[src/rtl/mem_slave_pkg.sv]
// Shared types and the address-region decode helper for mem_slave_rsp.
package mem_slave_pkg;

  typedef enum logic [1:0] {
    OKAY   = 2'b00,
    DECERR = 2'b01,
    SLVERR = 2'b10,
    RSVERR = 2'b11
  } rsp_err_e;

  typedef enum logic {
    INIT = 1'b0,
    RUN  = 1'b1
  } state_e;

  typedef enum logic [1:0] {
    REGION_MEM  = 2'b00,
    REGION_RSV  = 2'b01,
    REGION_NONE = 2'b10
  } region_e;

  localparam logic [31:0] RSV_PATTERN = 32'hDEADBEEF;

  function automatic region_e decode_region(input logic [31:0] addr,
                                            input int unsigned depth,
                                            input int unsigned rsv_lo,
                                            input int unsigned rsv_hi);
    if (addr < depth) return REGION_MEM;
    if ((addr >= rsv_lo) && (addr <= rsv_hi)) return REGION_RSV;
    return REGION_NONE;
  endfunction

endpackage

[src/rtl/mem_slave_rsp_fifo.sv]
// Synchronous FIFO used as the in-order response queue; head is visible while not empty.
module mem_slave_rsp_fifo #(
  parameter int WIDTH = 8,
  parameter int DEPTH = 2
) (
  input  logic             clk,
  input  logic             reset,
  input  logic             push_i,
  input  logic [WIDTH-1:0] wdata_i,
  input  logic             pop_i,
  output logic [WIDTH-1:0] rdata_o,
  output logic             empty_o
);

  localparam int PW = (DEPTH > 1) ? $clog2(DEPTH) : 1;
  localparam int CW = $clog2(DEPTH + 1);

  logic [WIDTH-1:0] store_q [DEPTH];
  logic [PW-1:0]    wr_ptr_q;
  logic [PW-1:0]    rd_ptr_q;
  logic [CW-1:0]    count_q;

  function automatic logic [PW-1:0] ptr_inc(input logic [PW-1:0] p);
    return (p == PW'(DEPTH - 1)) ? '0 : p + 1'b1;
  endfunction

  always_ff @(posedge clk or posedge reset) begin
    if (reset) begin
      wr_ptr_q <= '0;
      rd_ptr_q <= '0;
      count_q  <= '0;
    end else begin
      if (push_i) wr_ptr_q <= ptr_inc(wr_ptr_q);
      if (pop_i)  rd_ptr_q <= ptr_inc(rd_ptr_q);
      case ({push_i, pop_i})
        2'b10:   count_q <= count_q + 1'b1;
        2'b01:   count_q <= count_q - 1'b1;
        default: ;
      endcase
    end
  end

  always_ff @(posedge clk) begin
    if (push_i) store_q[wr_ptr_q] <= wdata_i;
  end

  assign rdata_o = store_q[rd_ptr_q];
  assign empty_o = (count_q == '0);

endmodule

[src/rtl/mem_slave_rsp.sv]
// Memory slave with region decode, post-reset init fill and a credit-limited in-order response queue.
// Define MEM_SLAVE_BYTE_STROBE_EN to add req_strb byte enables on OKAY writes.
// state | meaning
// INIT  | filling storage with INIT_VALUE, one word per cycle; requests blocked
// RUN   | accepting requests while response credits remain
module mem_slave_rsp
  import mem_slave_pkg::*;
#(
  parameter int DATA_WIDTH = 32,
  parameter int ADDR_WIDTH = 10,
  parameter int DEPTH      = 61,
  parameter int RSV_LO     = 61,
  parameter int RSV_HI     = 64,
  parameter int RD_LATENCY = 1,
  parameter logic [DATA_WIDTH-1:0] INIT_VALUE = '1
) (
  input  logic                  clk,
  input  logic                  reset,
  input  logic                  req_valid,
  output logic                  req_ready,
  input  logic                  req_wr,
  input  logic [ADDR_WIDTH-1:0] req_addr,
  input  logic [DATA_WIDTH-1:0] req_wdata,
`ifdef MEM_SLAVE_BYTE_STROBE_EN
  input  logic [DATA_WIDTH/8-1:0] req_strb,
`endif
  output logic                  rsp_valid,
  input  logic                  rsp_ready,
  output logic                  rsp_wr,
  output logic [DATA_WIDTH-1:0] rsp_rdata,
  output logic [1:0]            rsp_err,
  output logic                  init_done
);

  localparam int IDX_W   = (DEPTH > 1) ? $clog2(DEPTH) : 1;
  localparam int CW      = $clog2(RD_LATENCY + 2);
  localparam int ENTRY_W = DATA_WIDTH + 3;
  localparam logic [CW-1:0] CREDITS_INIT = CW'(RD_LATENCY + 1);

  function automatic logic [DATA_WIDTH-1:0] rsv_fill();
    logic [DATA_WIDTH-1:0] v;
    for (int i = 0; i < DATA_WIDTH; i++) v[i] = RSV_PATTERN[i % 32];
    return v;
  endfunction

  localparam logic [DATA_WIDTH-1:0] RSV_DATA = rsv_fill();

  state_e                state_q;
  logic [IDX_W-1:0]      init_ptr_q;
  logic [CW-1:0]         credits_q;
  logic [CW-1:0]         credits_d;
  logic                  req_ready_q;
  logic                  init_done_q;
  logic [DATA_WIDTH-1:0] mem_q [DEPTH];

  logic                  accept;
  logic                  consume;
  region_e               region;
  rsp_err_e              acc_err;
  logic [DATA_WIDTH-1:0] acc_rdata;
  logic [IDX_W-1:0]      acc_idx;
  logic                  wr_en;
  logic [ENTRY_W-1:0]    acc_entry;
  logic                  push;
  logic [ENTRY_W-1:0]    push_entry;
  logic [ENTRY_W-1:0]    head_entry;
  logic                  fifo_empty;

  assign accept  = req_valid && req_ready_q;
  assign consume = rsp_valid && rsp_ready;
  assign acc_idx = req_addr[IDX_W-1:0];

  always_comb begin
    region    = decode_region(32'(req_addr), DEPTH, RSV_LO, RSV_HI);
    acc_err   = OKAY;
    acc_rdata = '0;
    case (region)
      REGION_MEM: begin
        acc_err = OKAY;
        if (!req_wr) acc_rdata = mem_q[acc_idx];
      end
      REGION_RSV: begin
        acc_err = RSVERR;
        if (!req_wr) acc_rdata = RSV_DATA;
      end
      default: acc_err = req_wr ? DECERR : SLVERR;
    endcase
  end

  assign wr_en     = accept && req_wr && (region == REGION_MEM);
  assign acc_entry = {req_wr, acc_err, acc_rdata};

  // Storage is not reset; INIT rewrites every word after each reset.
  always_ff @(posedge clk) begin
    if (state_q == INIT) begin
      mem_q[init_ptr_q] <= INIT_VALUE;
    end else if (wr_en) begin
`ifdef MEM_SLAVE_BYTE_STROBE_EN
      for (int b = 0; b < DATA_WIDTH / 8; b++) begin
        if (req_strb[b]) mem_q[acc_idx][b*8 +: 8] <= req_wdata[b*8 +: 8];
      end
`else
      mem_q[acc_idx] <= req_wdata;
`endif
    end
  end

  always_comb begin
    credits_d = credits_q;
    case ({accept, consume})
      2'b10:   credits_d = credits_q - 1'b1;
      2'b01:   credits_d = credits_q + 1'b1;
      default: ;
    endcase
  end

  always_ff @(posedge clk or posedge reset) begin
    if (reset) begin
      state_q     <= INIT;
      init_ptr_q  <= '0;
      credits_q   <= CREDITS_INIT;
      req_ready_q <= 1'b0;
      init_done_q <= 1'b0;
    end else begin
      case (state_q)
        INIT: begin
          init_ptr_q <= init_ptr_q + 1'b1;
          if (init_ptr_q == IDX_W'(DEPTH - 1)) begin
            state_q     <= RUN;
            init_ptr_q  <= '0;
            init_done_q <= 1'b1;
            req_ready_q <= 1'b1;
          end
        end
        RUN: begin
          credits_q   <= credits_d;
          req_ready_q <= (credits_d != '0);
        end
      endcase
    end
  end

  // The FIFO push itself is the final latency stage, so only RD_LATENCY-1 registers sit ahead of it.
  generate
    if (RD_LATENCY == 1) begin : g_direct
      assign push       = accept;
      assign push_entry = acc_entry;
    end else begin : g_pipe
      logic               vld_q [RD_LATENCY-1];
      logic [ENTRY_W-1:0] dat_q [RD_LATENCY-1];

      always_ff @(posedge clk or posedge reset) begin
        if (reset) begin
          for (int i = 0; i < RD_LATENCY - 1; i++) begin
            vld_q[i] <= 1'b0;
            dat_q[i] <= '0;
          end
        end else begin
          vld_q[0] <= accept;
          dat_q[0] <= acc_entry;
          for (int i = 1; i < RD_LATENCY - 1; i++) begin
            vld_q[i] <= vld_q[i-1];
            dat_q[i] <= dat_q[i-1];
          end
        end
      end

      assign push       = vld_q[RD_LATENCY-2];
      assign push_entry = dat_q[RD_LATENCY-2];
    end
  endgenerate

  mem_slave_rsp_fifo #(
    .WIDTH(ENTRY_W),
    .DEPTH(RD_LATENCY + 1)
  ) u_rsp_fifo (
    .clk    (clk),
    .reset  (reset),
    .push_i (push),
    .wdata_i(push_entry),
    .pop_i  (consume),
    .rdata_o(head_entry),
    .empty_o(fifo_empty)
  );

  assign rsp_valid = !fifo_empty;
  assign rsp_wr    = rsp_valid & head_entry[DATA_WIDTH+2];
  assign rsp_err   = rsp_valid ? head_entry[DATA_WIDTH +: 2] : 2'b00;
  assign rsp_rdata = rsp_valid ? head_entry[DATA_WIDTH-1:0] : '0;
  assign req_ready = req_ready_q;
  assign init_done = init_done_q;

endmodule

[config.mk]
export PLATFORM = sky130hd
export DESIGN_NAME = mem_slave_rsp
export DESIGN_NICKNAME = d
export VERILOG_FILES = /design/src/rtl/mem_slave_pkg.sv /design/src/rtl/mem_slave_rsp_fifo.sv /design/src/rtl/mem_slave_rsp.sv
export SDC_FILE = /design/constraint.sdc
export NUM_CORES = 2
export LEC_CHECK = 0
export BUFFER_PORTS_ARGS = -buffer_cell sky130_fd_sc_hd__buf_2
export CORE_MARGIN = 8
export CORE_UTILIZATION = 27
export DETAILED_ROUTE_END_ITERATION = 10
export PLACE_DENSITY = 0.4
export SYNTH_ARGS = -nofsm -noshare
export SYNTH_HDL_FRONTEND = slang
export SYNTH_SLANG_ARGS = --single-unit
[constraint.sdc]
create_clock -name clk -period 3.8 [get_ports clk]
set_clock_uncertainty 0.1 [all_clocks]
set_input_delay 0.38 -clock clk [delete_from_list [all_inputs] [get_ports clk]]
set_output_delay 0.38 -clock clk [all_outputs]
set_load 0.01 [all_outputs]
Word-level counts from Yosys, hierarchy flattened
Memory sizes are Yosys's and may differ from the RTL's.
Index checks and enable logic that the tools add are counted.

storage, ports and cells
  output and inout port bits = 38
  logic and storage cells = 71
  bits in registers = 15
  input port bits = 47
  memory bits (writable) = 2022
  memories kept = 2

cells by class
  $lt $le $gt $ge = 3
  equality and inequality tests = 5
  muxes and demuxes = 32
  reductions and logical operators = 12
  add/sub/neg operators = 7
  bitwise gates (word level) = 2

memories
  memory              words  width  rd ports  clocked after memory_dff  write ports  RTL line                  text
  mem_q               61     32     1         0                         1            mem_slave_rsp.sv:54       logic [DATA_WIDTH-1:0] mem_q [DEPTH];
  u_rsp_fifo.store_q  2      35     1         0                         1            mem_slave_rsp_fifo.sv:18  logic [WIDTH-1:0] store_q [DEPTH];

operators by type and width
  cell                                                                                count
  32-bit 2-to-1 mux                                                                   4
  32-bit one-hot mux with 2 select lines                                              1
  32-bit OR reduction                                                                 1
  1-bit 2-to-1 mux                                                                    15
  2-bit 2-to-1 mux                                                                    6
  6-bit 2-to-1 mux                                                                    2
  2-bit one-hot mux with 2 select lines                                               3
  10-bit by 6-bit >= comparator with 1-bit output (second input constant)             1
  10-bit by 7-bit less-or-equal comparator with 1-bit output (second input constant)  1
  10-bit by 6-bit less-than comparator with 1-bit output (second input constant)      1
  6-bit by 1-bit adder with 6-bit output (second input constant)                      1
  6-bit equality test (second input constant)                                         1
  1-bit logical AND                                                                   5
  2-bit by 1-bit adder with 2-bit output (second input constant)                      2
  2-bit by 1-bit equality test with 1-bit output (second input constant)              2
  2-bit logical NOT                                                                   2
  2-bit nonzero test                                                                  2
  2-bit by 1-bit subtractor with 2-bit output (second input constant)                 2
  1-bit adder (second input constant)                                                 2
  2-bit equality test (second input constant)                                         1
  2-bit by 1-bit != test with 1-bit output (second input constant)                    1
  1-bit one-hot mux with 2 select lines                                               1
  2-bit AND reduction                                                                 1
  1-bit bitwise AND                                                                   1
  other kinds (2)                                                                     2

Longest topological paths before layout
  word-level depth = 13
  mapped depth = 10
  gate-level depth less buffers = 8

Cells and area by module
Synthesis repeated with hierarchy kept, for this count alone.

second synthesis, totals
  cell total of the unflattened synthesis = 3619
  area, all modules = 79226.0 µm²

modules (own cells, without submodules)
  module              sequential area each (µm²)  instances  area an instance (µm²)  cells an instance
  mem_slave_rsp       58892.7                     1          76368.2                 3494
  mem_slave_rsp_fifo  2202.1                      1          2857.7                  125

Worst setup path before layout
Ideal clock, no wire load.

  path type = input -> register
  start = input req_addr[2]
  end = memory mem_q[51][0] (enable)
  path slack = -0.115 ns
  arrival = 3.394 ns
  stages on the path = 7
  path buffers = 2
  library setup time = 0.421 ns
  data required time = 3.279 ns
  cell sequence = buf_2 -> nand2_4 -> o311ai_4 -> buf_4 -> mux2i_2 -> nand3_1 -> nor2_1

on the way
  cells in the longest elaborated chain, start to end = 13
  elaborated cells on any way between the ends = 18

RTL lines
  what                                                                                                                                  RTL line              text
  from (decl)                                                                                                                           mem_slave_rsp.sv:22   input logic [ADDR_WIDTH-1:0] req_addr,
  10-bit by 6-bit >= comparator with 1-bit output / 10-bit by 7-bit less-or-equal comparator with 1-bit output (equally long branches)  mem_slave_pkg.sv:29   if ((addr >= rsv_lo) && (addr <= rsv_hi)) return REGION_RSV;
  1-bit logical AND                                                                                                                     mem_slave_pkg.sv:29
  1-bit 2-to-1 mux (2 in a row)                                                                                                         mem_slave_pkg.sv:29
  2-bit 2-to-1 mux                                                                                                                      mem_slave_pkg.sv:30   return REGION_NONE;
  2-bit 2-to-1 mux                                                                                                                      mem_slave_pkg.sv:29
  2-bit logical NOT                                                                                                                     mem_slave_rsp.sv:90   assign wr_en = accept && req_wr && (region == REGION_MEM);
  1-bit logical AND                                                                                                                     mem_slave_rsp.sv:90
  1-bit 2-to-1 mux                                                                                                                      mem_slave_rsp.sv:97   end else if (wr_en) begin
  1-bit 2-to-1 mux                                                                                                                      mem_slave_rsp.sv:95   if (state_q == INIT) begin
  1-bit 2-to-1 mux (implied by the code)                                                                                                mem_slave_rsp.sv:103  mem_q[acc_idx] <= req_wdata;
  32-bit OR reduction (no line)                                                                                                         --
  6-bit 2-to-1 mux (no line) / 1-bit 2-to-1 mux (equally long branches)                                                                 --
  to (decl)                                                                                                                             mem_slave_rsp.sv:54

Several ways; a longest one is shown, not always the timed one. The select of a mux whose other input is x is not followed.

Worst setup path in the final report
  start = register u_rsp_fifo.rd_ptr_q
  end = output rsp_rdata[26]

on the way
  cells in the longest elaborated chain, start to end = 2

RTL lines
  what                    RTL line                  text
  from (decl)             mem_slave_rsp_fifo.sv:20  logic [PW-1:0] rd_ptr_q;
  from (signal assigned)  mem_slave_rsp_fifo.sv:34  if (pop_i) rd_ptr_q <= ptr_inc(rd_ptr_q);
  memory read 2 x 35 bit  --
  32-bit 2-to-1 mux       mem_slave_rsp.sv:189      assign rsp_rdata = rsp_valid ? head_entry[DATA_WIDTH-1:0] : '0;
  to (decl)               mem_slave_rsp.sv:30       output logic [DATA_WIDTH-1:0] rsp_rdata,

Every way passes these cells.

==> impl_metrics.yaml <==
logic_synthesis:
  async_flop_share: 0.00736
  synth_top_area_frac: 0.771
  synth_area_leaders: "edfxtp_1 77%, mux4_2 13%, mux2i_1 2.4%"
  synth_top_flop_cell: "edfxtp_1"
  synth_edf_count: 2022
  synth_cell_types: 73
  syn_area_mm2: 0.0787
  post-synth-top-count-cell: "edfxtp_1"
  yosys_warnings: 0
  synth_top_area_cell: "edfxtp_1"
  seq_area_frac_synth: 0.776
  synth_nets: 3632
  synth_area_per_cell_um2: 22.0
  synthCells: 3582
  ys_ff_latch: 2037
  netlist_top_cells_count: "2022 x edfxtp_1, 465 x mux4_2, 192 x mux2i_1, 127 x nor2_1, 92 x nand2_1"
global_routing:
  antenna_found_initial: 24
  grt_max_degree: 85
  gr-usage-met1: 0.228
  grt_pass1_vias: 40200
  grt.overflow.total: 0
  busiest_layer: "met2"
  grt_usage: 0.162
  grt_use_met3: 0.0213
  use_met2: 0.269
  grt_pass1_wl_um: 349000
drt:
  drt-initial-drc-count: 4029
  final_antenna_net_count: 0
  vias: 39000
  wirelength_um: 254000
  route.detailed.drc: 0
  viasPerCell: 4.82
  wl_per_cell_um: 31.4
  dr.pass1.iters: 7
critical_path:
  cp-startpoint: "u_rsp_fifo.rd_ptr_q$_DFFE_PP0P_"
  reg2reg_from: "req_ready$_DFFE_PP0P_"
  worstPathMaxFanout: 18
  arrival_ps: 2790
  path_cells: "buf_12 -> mux2i_1 -> nor2_1 -> buf_2"
  cp_slowest_cell: "mux2i_1"
  critPathRequiredTime_ps: 3320
  start_kind: "flip-flop"
  crit_path_end_kind: "output port"
  cp_num_buf_inv: 2
  crit_family: "multiplexers"
  criticalPathCategory: "reg2out"
  crit_path_max_incr_delay_ps: 860
power_and_ir_drop:
  comb_power_share: 0.056
  power_density_mw_per_mm2: 504
  p_int_w: 0.0365
  switching_share: 0.226
  p_sw_w: 0.0107
  p_leak_nw: 24.5
  irDropWorstVdd_mv: 0.456
  seq_power_share: 0.521
  pwr-share-clk: 0.423
floorplan:
  core_mm2: 0.291
  ios: 85
  die_width_um: 556
  start_util: 0.271
  die_h_um: 556
  row_count: 198
  dieArea_mm2: 0.309
timing:
  fmax_mhz: 306
  worst_slack_ps: 529
  hold_slack_ps: 172
  period_minus_slack_ps: 3270
  hold_violations: 0
  period_share: 0.861
  rsz0062_at_grt: "false"
  fin_setup_tns_ps: 0
  setup-violations-final: 0
  max_slew.worst_pin.slew_ps: 997
  slew_headroom: 0.316
  finalMaxSlewViolations: 0
placed_design:
  place_ws_ps: 131
  io_buffers: 84
  gp_congestion: 0.771
  dpl.hpwl_um: 149000
clock_tree:
  cts_hold_buf: 4
  cts_setup_buffers: 0
  clockRootBuffer: "clkbuf_16"
  cts-resized-gates: 0
  numCtsBuffers: 220
  clkLatencyLatePin_ps: 860
  cts_tree: "yes"
  cts_max_path_buffers: 3
  cts.sinks: 2037
  h-tree-depth: 4
  path_clk_slew_ps: 60
outcome:
  status: "finished, final reports clean"
final_layout:
  drive_gt1_frac: 0.307
  final_core_util: 0.322
  area_growth_pct: 18.9
  nets: 4050
flow_run:
  cap_violations: 0
hold_path:
  hp-class: "in2reg"
  hold_start: "req_wdata[20]"
[per-stage QoR]
step / total power (W) / std cells / area [um2]
final: 0.0472 / 8089 / 93600
after global routing: 0.0487 / 8087 / 93600
after CTS: 0.0478 / 8086 / 93600
after detailed placement: 0.0278 / 7674 / 86900
after global placement: 0.0278 / 7673 / 86900
after floorplan: 0.0264 / 3582 / 78700
[routing by layer]
layer  share of wire  vias up
met5               0        -
met1            0.45    21600
li1                -    16000
met4           0.017        0
met3           0.049      263
met2            0.49     1149
[worst register-to-register path, stage by stage (launching register included)]
cell and delay (ps):
dfrtp_1 400, and4_1 280, o311ai_4 290, mux2_4 430, or4b_4 640, nor2_4 320, buf_12 260
[kinds of logic after synthesis]
| family | Yosys count | synth area share |
|---|---|---|
| compound gates | 274 | 0.0245 |
| xor+xnor | 9 | 0.00100 |
| fa+ha+maj | 3 | 0.000477 |
| buf+inv | 204 | 0.0134 |
| flops | 2037 | 0.776 |
| mux | 690 | 0.162 |
| simple gates | 365 | 0.0222 |
[area by class of cell]
cell class,instances,area [um2]
fillers,27600,197000
diodes,3,7.51
flip-flops and latches,2037,61100
clock inverters,130,878
well taps,3900,4880
repair buffers,389,3880
multi-input cells,1341,17100
clock buffers,278,5740
inverters,11,43.8
[registers in the layout, summed over array words and instances (netlist names), 2 cells and up]
name                flops
credits_q               2
mem_q                1952
init_ptr_q              6
u_rsp_fifo.store_q     70
u_rsp_fifo.count_q      2
[power by group through the flow]
stage | logic, W | registers, W | clock network (W)
global placement | 0.00271 | 0.0251 | 0
floorplan | 0.00132 | 0.0250 | 0
global route | 0.00281 | 0.0246 | 0.0213
CTS | 0.00271 | 0.0246 | 0.0205
detailed placement | 0.00271 | 0.0251 | 0
finish | 0.00265 | 0.0246 | 0.0200
[cells in the final DEF (no fill, tap or decap), types with 6 or more instances in the layout]
cell	count
nand2_1	92
o211ai_1	9
or2_2	34
o22ai_1	32
clkinv_8	6
o21ai_0	35
nand3_1	23
dfrtp_1	13
o221ai_1	10
buf_4	213
clkinv_1	69
nor3_1	19
a211oi_1	7
mux2i_1	192
a221oi_1	26
clkinv_2	36
inv_1	10
buf_12	90
or3_1	7
nor2_1	63
nand4_1	8
nor2_4	63
a21oi_1	54
a22o_1	7
nand2b_1	7
a22oi_1	35
a31oi_1	13
mux2_2	29
mux4_2	465
bufinv_16	7
nor2b_1	11
edfxtp_1	2022
clkbuf_16	221
and2_1	8
a21o_1	6
clkbuf_1	57
buf_2	79
[final timing paths]
path / end / slack (ps) / depth (start not counted)
max: rsp_rdata[26] / 530 / 4
min: mem_q[23][20]$_DFFE_PP_ / 170 / 2
max reg2reg: mem_q[40][28]$_DFFE_PP_ / 730 / 6
min reg2reg: init_done$_DFFE_PP0P_ / 360 / 1
max in group asynchronous: u_rsp_fifo.rd_ptr_q$_DFFE_PP0P_ / 2810 / 3
min in group asynchronous: u_rsp_fifo.rd_ptr_q$_DFFE_PP0P_ / 180 / 3
Power figures use the tool's default switching activity.
